===== src/rtl/commit_trace_fifo_pkg.sv =====
// Shared types and constants for the commit trace capture block.
// commit_entry_t is the record stored per captured commit. Its seq field is
// sized for the widest supported tag (32 bits); narrower tags are
// zero-extended on the way in and truncated on the way out.
package commit_trace_pkg;

  localparam int XLEN      = 32;
  localparam int REG_AW    = 5;
  localparam int SEQ_MAX_W = 32;

  typedef struct packed {
    logic [SEQ_MAX_W-1:0] seq;
    logic [XLEN-1:0]      pc;
    logic [REG_AW-1:0]    rd;
    logic [XLEN-1:0]      data;
  } commit_entry_t;

endpackage


===== src/rtl/commit_trace_fifo_if.sv =====
// Bundle of the commit-side, drain-side and status signals of
// commit_trace_fifo.
//   master : the core/consumer side (drives commit_*, trace_ready, clear)
//   slave  : the capture block (drives trace_*, level, overflow, drop_count)
// Drain handshake: an entry transfers on a rising clk edge where
// trace_valid && trace_ready. While trace_valid && !trace_ready the trace_*
// payload holds steady. trace_ready while trace_valid=0 has no effect.
interface commit_trace_fifo_if #(
  parameter int DEPTH = 16,
  parameter int SEQ_W = 16
);
  import commit_trace_pkg::*;

  localparam int LVL_W = $clog2(DEPTH) + 1;

  logic                commit_valid;
  logic [XLEN-1:0]     commit_pc;
  logic [REG_AW-1:0]   commit_rd;
  logic [XLEN-1:0]     commit_data;

  logic                trace_valid;
  logic                trace_ready;
  logic [SEQ_W-1:0]    trace_seq;
  logic [XLEN-1:0]     trace_pc;
  logic [REG_AW-1:0]   trace_rd;
  logic [XLEN-1:0]     trace_data;

  logic [LVL_W-1:0]    level;
  logic                overflow;
  logic [SEQ_W-1:0]    drop_count;
  logic                clear;

  modport master (
    output commit_valid, commit_pc, commit_rd, commit_data,
    output trace_ready, clear,
    input  trace_valid, trace_seq, trace_pc, trace_rd, trace_data,
    input  level, overflow, drop_count
  );

  modport slave (
    input  commit_valid, commit_pc, commit_rd, commit_data,
    input  trace_ready, clear,
    output trace_valid, trace_seq, trace_pc, trace_rd, trace_data,
    output level, overflow, drop_count
  );

endinterface


===== src/rtl/commit_trace_fifo_sync_fifo.sv =====
// trace_sync_fifo: single-clock show-ahead FIFO of commit_entry_t.
// The head entry lives in a dedicated register (head_o) so the output has no
// combinational path from the push side and holds its last value once empty.
// Ports:
//   clk, rst_n     clock, async active-low reset
//   push_i/data_i  write request and entry (ignored when full unless popping)
//   pop_i          remove head (ignored when empty)
//   full_o/empty_o occupancy flags
//   level_o        occupancy 0..DEPTH
//   head_o         current head entry (valid when !empty_o)
module trace_sync_fifo
  import commit_trace_pkg::*;
#(
  parameter int DEPTH = 16
) (
  input  logic                       clk,
  input  logic                       rst_n,
  input  logic                       push_i,
  input  commit_entry_t              data_i,
  input  logic                       pop_i,
  output logic                       full_o,
  output logic                       empty_o,
  output logic [$clog2(DEPTH):0]     level_o,
  output commit_entry_t              head_o
);

  localparam int AW = $clog2(DEPTH);
  localparam int LW = AW + 1;

  commit_entry_t   mem [DEPTH];
  logic [AW-1:0]   wr_q, wr_d;
  logic [AW-1:0]   rd_q, rd_d;
  logic [LW-1:0]   cnt_q, cnt_d;
  commit_entry_t   head_q, head_d;
  logic            do_push, do_pop;

  assign empty_o = (cnt_q == '0);
  assign full_o  = (cnt_q == LW'(DEPTH));
  assign level_o = cnt_q;
  assign head_o  = head_q;

  assign do_pop  = pop_i && !empty_o;
  // A pop in the same cycle frees the slot, so a full FIFO still accepts.
  assign do_push = push_i && (!full_o || do_pop);

  always_comb begin
    wr_d   = wr_q + AW'(do_push);
    rd_d   = rd_q + AW'(do_pop);
    cnt_d  = cnt_q;
    head_d = head_q;
    case ({do_push, do_pop})
      2'b10:   cnt_d = cnt_q + 1'b1;
      2'b01:   cnt_d = cnt_q - 1'b1;
      default: cnt_d = cnt_q;
    endcase
    // Next head is the slot rd_d points at; if that slot is being written
    // this cycle (the new entry becomes the only one) forward the push data.
    if (cnt_d != '0) begin
      if (do_push && (wr_q == rd_d)) head_d = data_i;
      else                           head_d = mem[rd_d];
    end
  end

  always_ff @(posedge clk) begin
    if (do_push) mem[wr_q] <= data_i;
  end

  always_ff @(posedge clk or negedge rst_n) begin
    if (!rst_n) begin
      wr_q   <= '0;
      rd_q   <= '0;
      cnt_q  <= '0;
      head_q <= '0;
    end else begin
      wr_q   <= wr_d;
      rd_q   <= rd_d;
      cnt_q  <= cnt_d;
      head_q <= head_d;
    end
  end

endmodule


===== src/rtl/commit_trace_fifo.sv =====
// commit_trace_fifo: captures qualifying retirement commits into a bounded
// FIFO, tags each with a sequence number and presents them on a valid/ready
// drain port. Commits that arrive while the FIFO is full are dropped; the
// sequence counter still advances so the consumer sees a gap in trace_seq,
// and overflow/drop_count record that the trace is incomplete.
// Ports:
//   clk    rising-edge clock (core clock)
//   reset  asynchronous, active-low
//   bus    commit_trace_fifo_if.slave: commit_*, trace_*, level, overflow,
//          drop_count, clear
module commit_trace_fifo
  import commit_trace_pkg::*;
#(
  parameter int DEPTH   = 16,
  parameter bit KEEP_X0 = 1'b0,
  parameter int SEQ_W   = 16
) (
  input  logic                  clk,
  input  logic                  reset,
  commit_trace_fifo_if.slave    bus
);

  logic             qualify, pop, push, drop, full, empty;
  logic [SEQ_W-1:0] seq_q, seq_d;
  logic             ovf_q, ovf_d;
  logic [SEQ_W-1:0] drop_cnt_q, drop_cnt_d;
  commit_entry_t    wr_entry, head;

  assign qualify = bus.commit_valid && (KEEP_X0 || (bus.commit_rd != '0));
  assign pop     = !empty && bus.trace_ready;
  assign push    = qualify && (!full || pop);
  assign drop    = qualify && !push;

  // Pushed entries carry the pre-increment tag.
  always_comb begin
    wr_entry      = '0;
    wr_entry.seq  = SEQ_MAX_W'(seq_q);
    wr_entry.pc   = bus.commit_pc;
    wr_entry.rd   = bus.commit_rd;
    wr_entry.data = bus.commit_data;
  end

  always_comb begin
    seq_d      = seq_q + SEQ_W'(qualify);
    ovf_d      = ovf_q;
    drop_cnt_d = drop_cnt_q;
    if (drop) begin
      // A drop coinciding with clear wins: the count restarts at one.
      ovf_d = 1'b1;
      if (bus.clear)                drop_cnt_d = SEQ_W'(1);
      else if (drop_cnt_q != '1)    drop_cnt_d = drop_cnt_q + 1'b1;
    end else if (bus.clear) begin
      ovf_d      = 1'b0;
      drop_cnt_d = '0;
    end
  end

  always_ff @(posedge clk or negedge reset) begin
    if (!reset) begin
      seq_q      <= '0;
      ovf_q      <= 1'b0;
      drop_cnt_q <= '0;
    end else begin
      seq_q      <= seq_d;
      ovf_q      <= ovf_d;
      drop_cnt_q <= drop_cnt_d;
    end
  end

  trace_sync_fifo #(.DEPTH(DEPTH)) u_fifo (
    .clk     (clk),
    .rst_n   (reset),
    .push_i  (push),
    .data_i  (wr_entry),
    .pop_i   (pop),
    .full_o  (full),
    .empty_o (empty),
    .level_o (bus.level),
    .head_o  (head)
  );

  assign bus.trace_valid = !empty;
  assign bus.trace_seq   = head.seq[SEQ_W-1:0];
  assign bus.trace_pc    = head.pc;
  assign bus.trace_rd    = head.rd;
  assign bus.trace_data  = head.data;
  assign bus.overflow    = ovf_q;
  assign bus.drop_count  = drop_cnt_q;

endmodule


===== src/flat_wrapper.sv =====
// flat-port wrapper written by rule: the top's interface ports become plain ports
module commit_trace_fifo_flat import commit_trace_pkg::*;
#(
  parameter int DEPTH   = 16,
  parameter bit KEEP_X0 = 1'b0,
  parameter int SEQ_W   = 16
)
  (clk, reset, bus_commit_valid, bus_commit_pc, bus_commit_rd, bus_commit_data, bus_trace_ready, bus_clear, bus_trace_valid, bus_trace_seq, bus_trace_pc, bus_trace_rd, bus_trace_data, bus_level, bus_overflow, bus_drop_count);
  commit_trace_fifo_if #(.DEPTH(DEPTH), .SEQ_W(SEQ_W)) bus_i ();
  input  logic clk;
  input  logic reset;
  input wire logic [$bits(bus_i.commit_valid)-1:0] bus_commit_valid;
  input wire logic [$bits(bus_i.commit_pc)-1:0] bus_commit_pc;
  input wire logic [$bits(bus_i.commit_rd)-1:0] bus_commit_rd;
  input wire logic [$bits(bus_i.commit_data)-1:0] bus_commit_data;
  input wire logic [$bits(bus_i.trace_ready)-1:0] bus_trace_ready;
  input wire logic [$bits(bus_i.clear)-1:0] bus_clear;
  output wire logic [$bits(bus_i.trace_valid)-1:0] bus_trace_valid;
  output wire logic [$bits(bus_i.trace_seq)-1:0] bus_trace_seq;
  output wire logic [$bits(bus_i.trace_pc)-1:0] bus_trace_pc;
  output wire logic [$bits(bus_i.trace_rd)-1:0] bus_trace_rd;
  output wire logic [$bits(bus_i.trace_data)-1:0] bus_trace_data;
  output wire logic [$bits(bus_i.level)-1:0] bus_level;
  output wire logic [$bits(bus_i.overflow)-1:0] bus_overflow;
  output wire logic [$bits(bus_i.drop_count)-1:0] bus_drop_count;
  assign bus_i.commit_valid = bus_commit_valid;
  assign bus_i.commit_pc = bus_commit_pc;
  assign bus_i.commit_rd = bus_commit_rd;
  assign bus_i.commit_data = bus_commit_data;
  assign bus_i.trace_ready = bus_trace_ready;
  assign bus_i.clear = bus_clear;
  assign bus_trace_valid = bus_i.trace_valid;
  assign bus_trace_seq = bus_i.trace_seq;
  assign bus_trace_pc = bus_i.trace_pc;
  assign bus_trace_rd = bus_i.trace_rd;
  assign bus_trace_data = bus_i.trace_data;
  assign bus_level = bus_i.level;
  assign bus_overflow = bus_i.overflow;
  assign bus_drop_count = bus_i.drop_count;
  commit_trace_fifo #(.DEPTH(DEPTH), .KEEP_X0(KEEP_X0), .SEQ_W(SEQ_W)) u_core (.clk(clk), .reset(reset), .bus(bus_i));
endmodule

===== config.mk =====
export PLATFORM = sky130hd
export DESIGN_NAME = commit_trace_fifo_flat
export DESIGN_NICKNAME = d
export VERILOG_FILES = /design/src/rtl/commit_trace_fifo_pkg.sv /design/src/rtl/commit_trace_fifo_if.sv /design/src/rtl/commit_trace_fifo_sync_fifo.sv /design/src/rtl/commit_trace_fifo.sv /design/src/flat_wrapper.sv
export SDC_FILE = /design/constraint.sdc
export NUM_CORES = 2
export LEC_CHECK = 0
export ABC_AREA = 1
export CAP_MARGIN = 20
export CORE_MARGIN = 1.5
export CORE_UTILIZATION = 55
export CTS_BUF_LIST = sky130_fd_sc_hd__clkbuf_8 sky130_fd_sc_hd__clkbuf_16
export DETAILED_ROUTE_END_ITERATION = 6
export PLACE_DENSITY_LB_ADDON = 0.08
export SLEW_MARGIN = 20
export SYNTH_ARGS = -nofsm -noshare
export SYNTH_HDL_FRONTEND = slang
export SYNTH_SLANG_ARGS = --single-unit

===== constraint.sdc =====
create_clock -name clk -period 5.4 [get_ports clk]
set_input_delay 0.81 -clock clk [delete_from_list [all_inputs] [get_ports clk]]
set_output_delay 0.81 -clock clk [all_outputs]
set_load 0.02 [all_outputs]

==> flow_summary_export.csv <==
group,metric,value,unit
route,drt-met1-wl,69060,um
route,vias,41782,
cts,cts_resized,0,
cts,cts_tree,"done",
synth,async_flop_share,8.786,%
setup_path,crit_arrival,4.82,ns
synth,synth-edff-count,1360,
setup_path,cp_common_cell,"nand2_1",
setup_path,crit_fanout,208,
setup_path,end_kind,"register",
layout,drive_gt1_share,5.616,%
floorplanning,num_io_pins,182,
floorplanning,core-area,0.1111,sq mm
sta,maxSlewViolCount,0,
route,wl_per_cell,22.30,um
synth,syn-num-nets,5778,
grt,grt_pass1_vias,40161,
route,antenna_left,0,
run_status,status,"completed",
placed_design,place.gp.congestion,0.7724,
cts,numCtsBuffers,152,
cts,clock_sinks,1491,
sta,tns,0,ns
cts,clk_latency,0.76,ns
cts,cts_root_buffer,"clkbuf_16",
synth,synth-seq-area-share,71.21,%
cts,path_clk_slew,0.06,ns
route,viasPerCell,5.659,
synth,yosys_warnings,0,
placed_design,place_inst,7101,
grt,grt_antenna_before_repair,4,
floorplanning,num_rows,122,
layout,fillerInstances,8741,
floorplanning,dieArea,0.1147,sq mm
setup_path,crit_required,6.03,ns
grt,grt_use_total,28.57,%
cts,cts_hold_buf,0,
synth,synth_area_per_cell,10.88,sq um
placed_design,hpwl,75140,um
layout,post-route-util,63.12,%
layout,final_common_cell,"nand2_1",
synth,netlist_area,0.06196,sq mm
sta,slew_headroom,28.19,%
sta,finClkSkew,0.02179,ns
setup_path,worstSetupPathType,"register to register",
route,drt-total-wl,164600,um
hold_path,min_path_type,"input pin to asynchronous set/reset pin",
pwr,leakage,26.78,nW
floorplanning,die_y,338.6,um
grt,grt_pass1_wl,247000,um
cts,clock_path_buffers,3,
synth,syn_inst,5694,
sta,fin_crit_sh,77.46,%
cts,htreeDepth,4,
setup_path,crit_family,"simple AND/OR/NAND/NOR gates",
route,top_layer_used,"met5",
pwr,powerDensity,633.6,mW/mm^2
setup_path,cp_num_buf_inv,3,
layout,final_cells,7383,
sta,fmax,239.1,MHz
pwr,peakVddDrop,913.0,uV
floorplanning,start_util,55.75,%
layout,nets,5851,
sta,setup_viol,0,
route,route.detailed.drc,0,
run,max-cap-violations,0,
sta,fin_crit,4.183,ns
synth,synthFlopType,"edfxtp_1",
setup_path,path_cells,"nor2_1 -> nand3_1 -> nand2_1 -> inv_1 -> ha_4 -> inv_8 -> buf_12 -> o21ai_0 -> nand3_1 -> nand3_1 -> nand2_1 -> nand2_1 -> nand2_1 -> o21ai_1 -> nand2_1",
route,drt_iter0_drc,4990,
sta,hold_viol,0,
setup_path,cpPeakStageDelay,0.97,ns
synth,synth.distinct_cells,34,
route,dr_wl_met3,14520,um
cts,post_cts_buffers,0,
layout,area_growth,13.22,%
synth,ys_ff_latch,1491,
route,dr.pass1.iters,6,
sta,tightest_slew,1.077,ns
placed_design,numPortBuffers,181,
route,dr_wl_met2,76870,um
grt,grt_max_degree,235,
sta,rsz0062_at_grt,"false",
setup_path,cp_slowest_cell,"ha_4",
grt,grt_overflow_total,0,
layout,mostFrequentLayoutCells,"nand2_1, edfxtp_1, nand3_1, nor2_1, o21ai_0",
floorplanning,die_w,338.6,um
setup_path,critPathLaunchType,"register",
-- path summary, 6_finish.rpt --
path / endpoint / cells after the start / from / slack, ns
worst min register to register: u_core.bus.overflow / 2 / u_core.bus.overflow / 0.49
worst max register to register: u_core.u_fifo.head_o[8] / 15 / u_core.u_fifo.level_o[0] / 1.22
max in group asynchronous: u_core.u_fifo.head_o[36] / 2 / reset / 4.07
worst max-delay path: u_core.u_fifo.head_o[8] / 15 / u_core.u_fifo.level_o[0] / 1.22
worst min-delay path: u_core.bus.drop_count[3] / 1 / reset / 0.05
min in group clk: u_core.bus.overflow / 2 / u_core.bus.overflow / 0.49
-- area by class of cell --
cell class                 instances  area, sq um  area share, %
antenna                            1        2.502       0.003567
clock buffer                     172         4124          5.879
clock inverter                   109        710.7          1.013
inverter                         218        840.8          1.199
multi-input combinational       3647        15690          22.37
sequential                      1491        44120          62.89
tap                             1488         1862          2.654
timing repair buffer             257         2796          3.987
-- kinds of logic (layout without fill, tap and decap cells) --
| kind of cell | Yosys count | count (layout) | share of synthesized area, % |
|---|---|---|---|
| flops | 1491 | 1491 | 71.21 |
| xor+xnor | 23 | 23 | 0.3373 |
| fa+ha+maj | 10 | 10 | 0.2020 |
| buf+inv | 556 | 756 | 3.819 |
| compound gates | 450 | 450 | 3.645 |
| simple gates | 3164 | 3164 | 20.79 |
| other cells | 0 | 1 | 0 |
-- synthesized netlist by cell type (14+ instances only) --
cell type	instances	area, sq um
inv_1	210	788.3
dfrtp_1	131	3278
o21ai_0	350	1752
buf_2	130	650.6
buf_1	35	131.4
clkbuf_1	151	566.8
buf_4	14	105.1
nor2_1	723	2714
nand2_1	1700	6381
edfxtp_1	1360	40840
o21ai_1	91	455.4
nand3_1	713	3568
-- layer usage --
metal | vias up | global-route usage [%]
met1 | 20184 | 40.39
met4 | 4 | 8.539
met2 | 1820 | 45.50
li1 | 19491 | -
met5 | - | 0
met3 | 283 | 5.210
-- through the flow --
stage | worst slack (ns) | instance area, sq um | hold WS, ns | total power [mW]
CTS | 1.362 | 70140 | 0.09012 | 44.51
global placement | 0.6626 | 65310 | 0.4773 | 34.16
finish | 1.217 | 70140 | 0.04909 | 44.45
floorplan | 0.01998 | 61960 | 0.4720 | 28.10
detailed placement | 0.5792 | 65310 | 0.4642 | 34.42
global route | 1.010 | 70140 | 0.1342 | 47.23
-- state kept, by name, summed over array words and instances, names as in the netlist --
signal,flops
u_core.u_fifo.level_o,5
u_core.u_fifo.head_o,85
u_core.bus.drop_count,16
u_core.bus.overflow,1
u_core.u_fifo.rd_q,4
u_core.seq_q,16
u_core.u_fifo.mem,1360
u_core.u_fifo.wr_q,4
-- report_power, final --
| group | switching (mW) | internal, mW | total (mW) |
|---|---|---|---|
| Combinational | 13.5 | 5.65 | 19.1 |
| Clock | 4.29 | 5.83 | 10.1 |
| Sequential | 0.885 | 14.3 | 15.2 |
(Power assumes the default switching activity.)
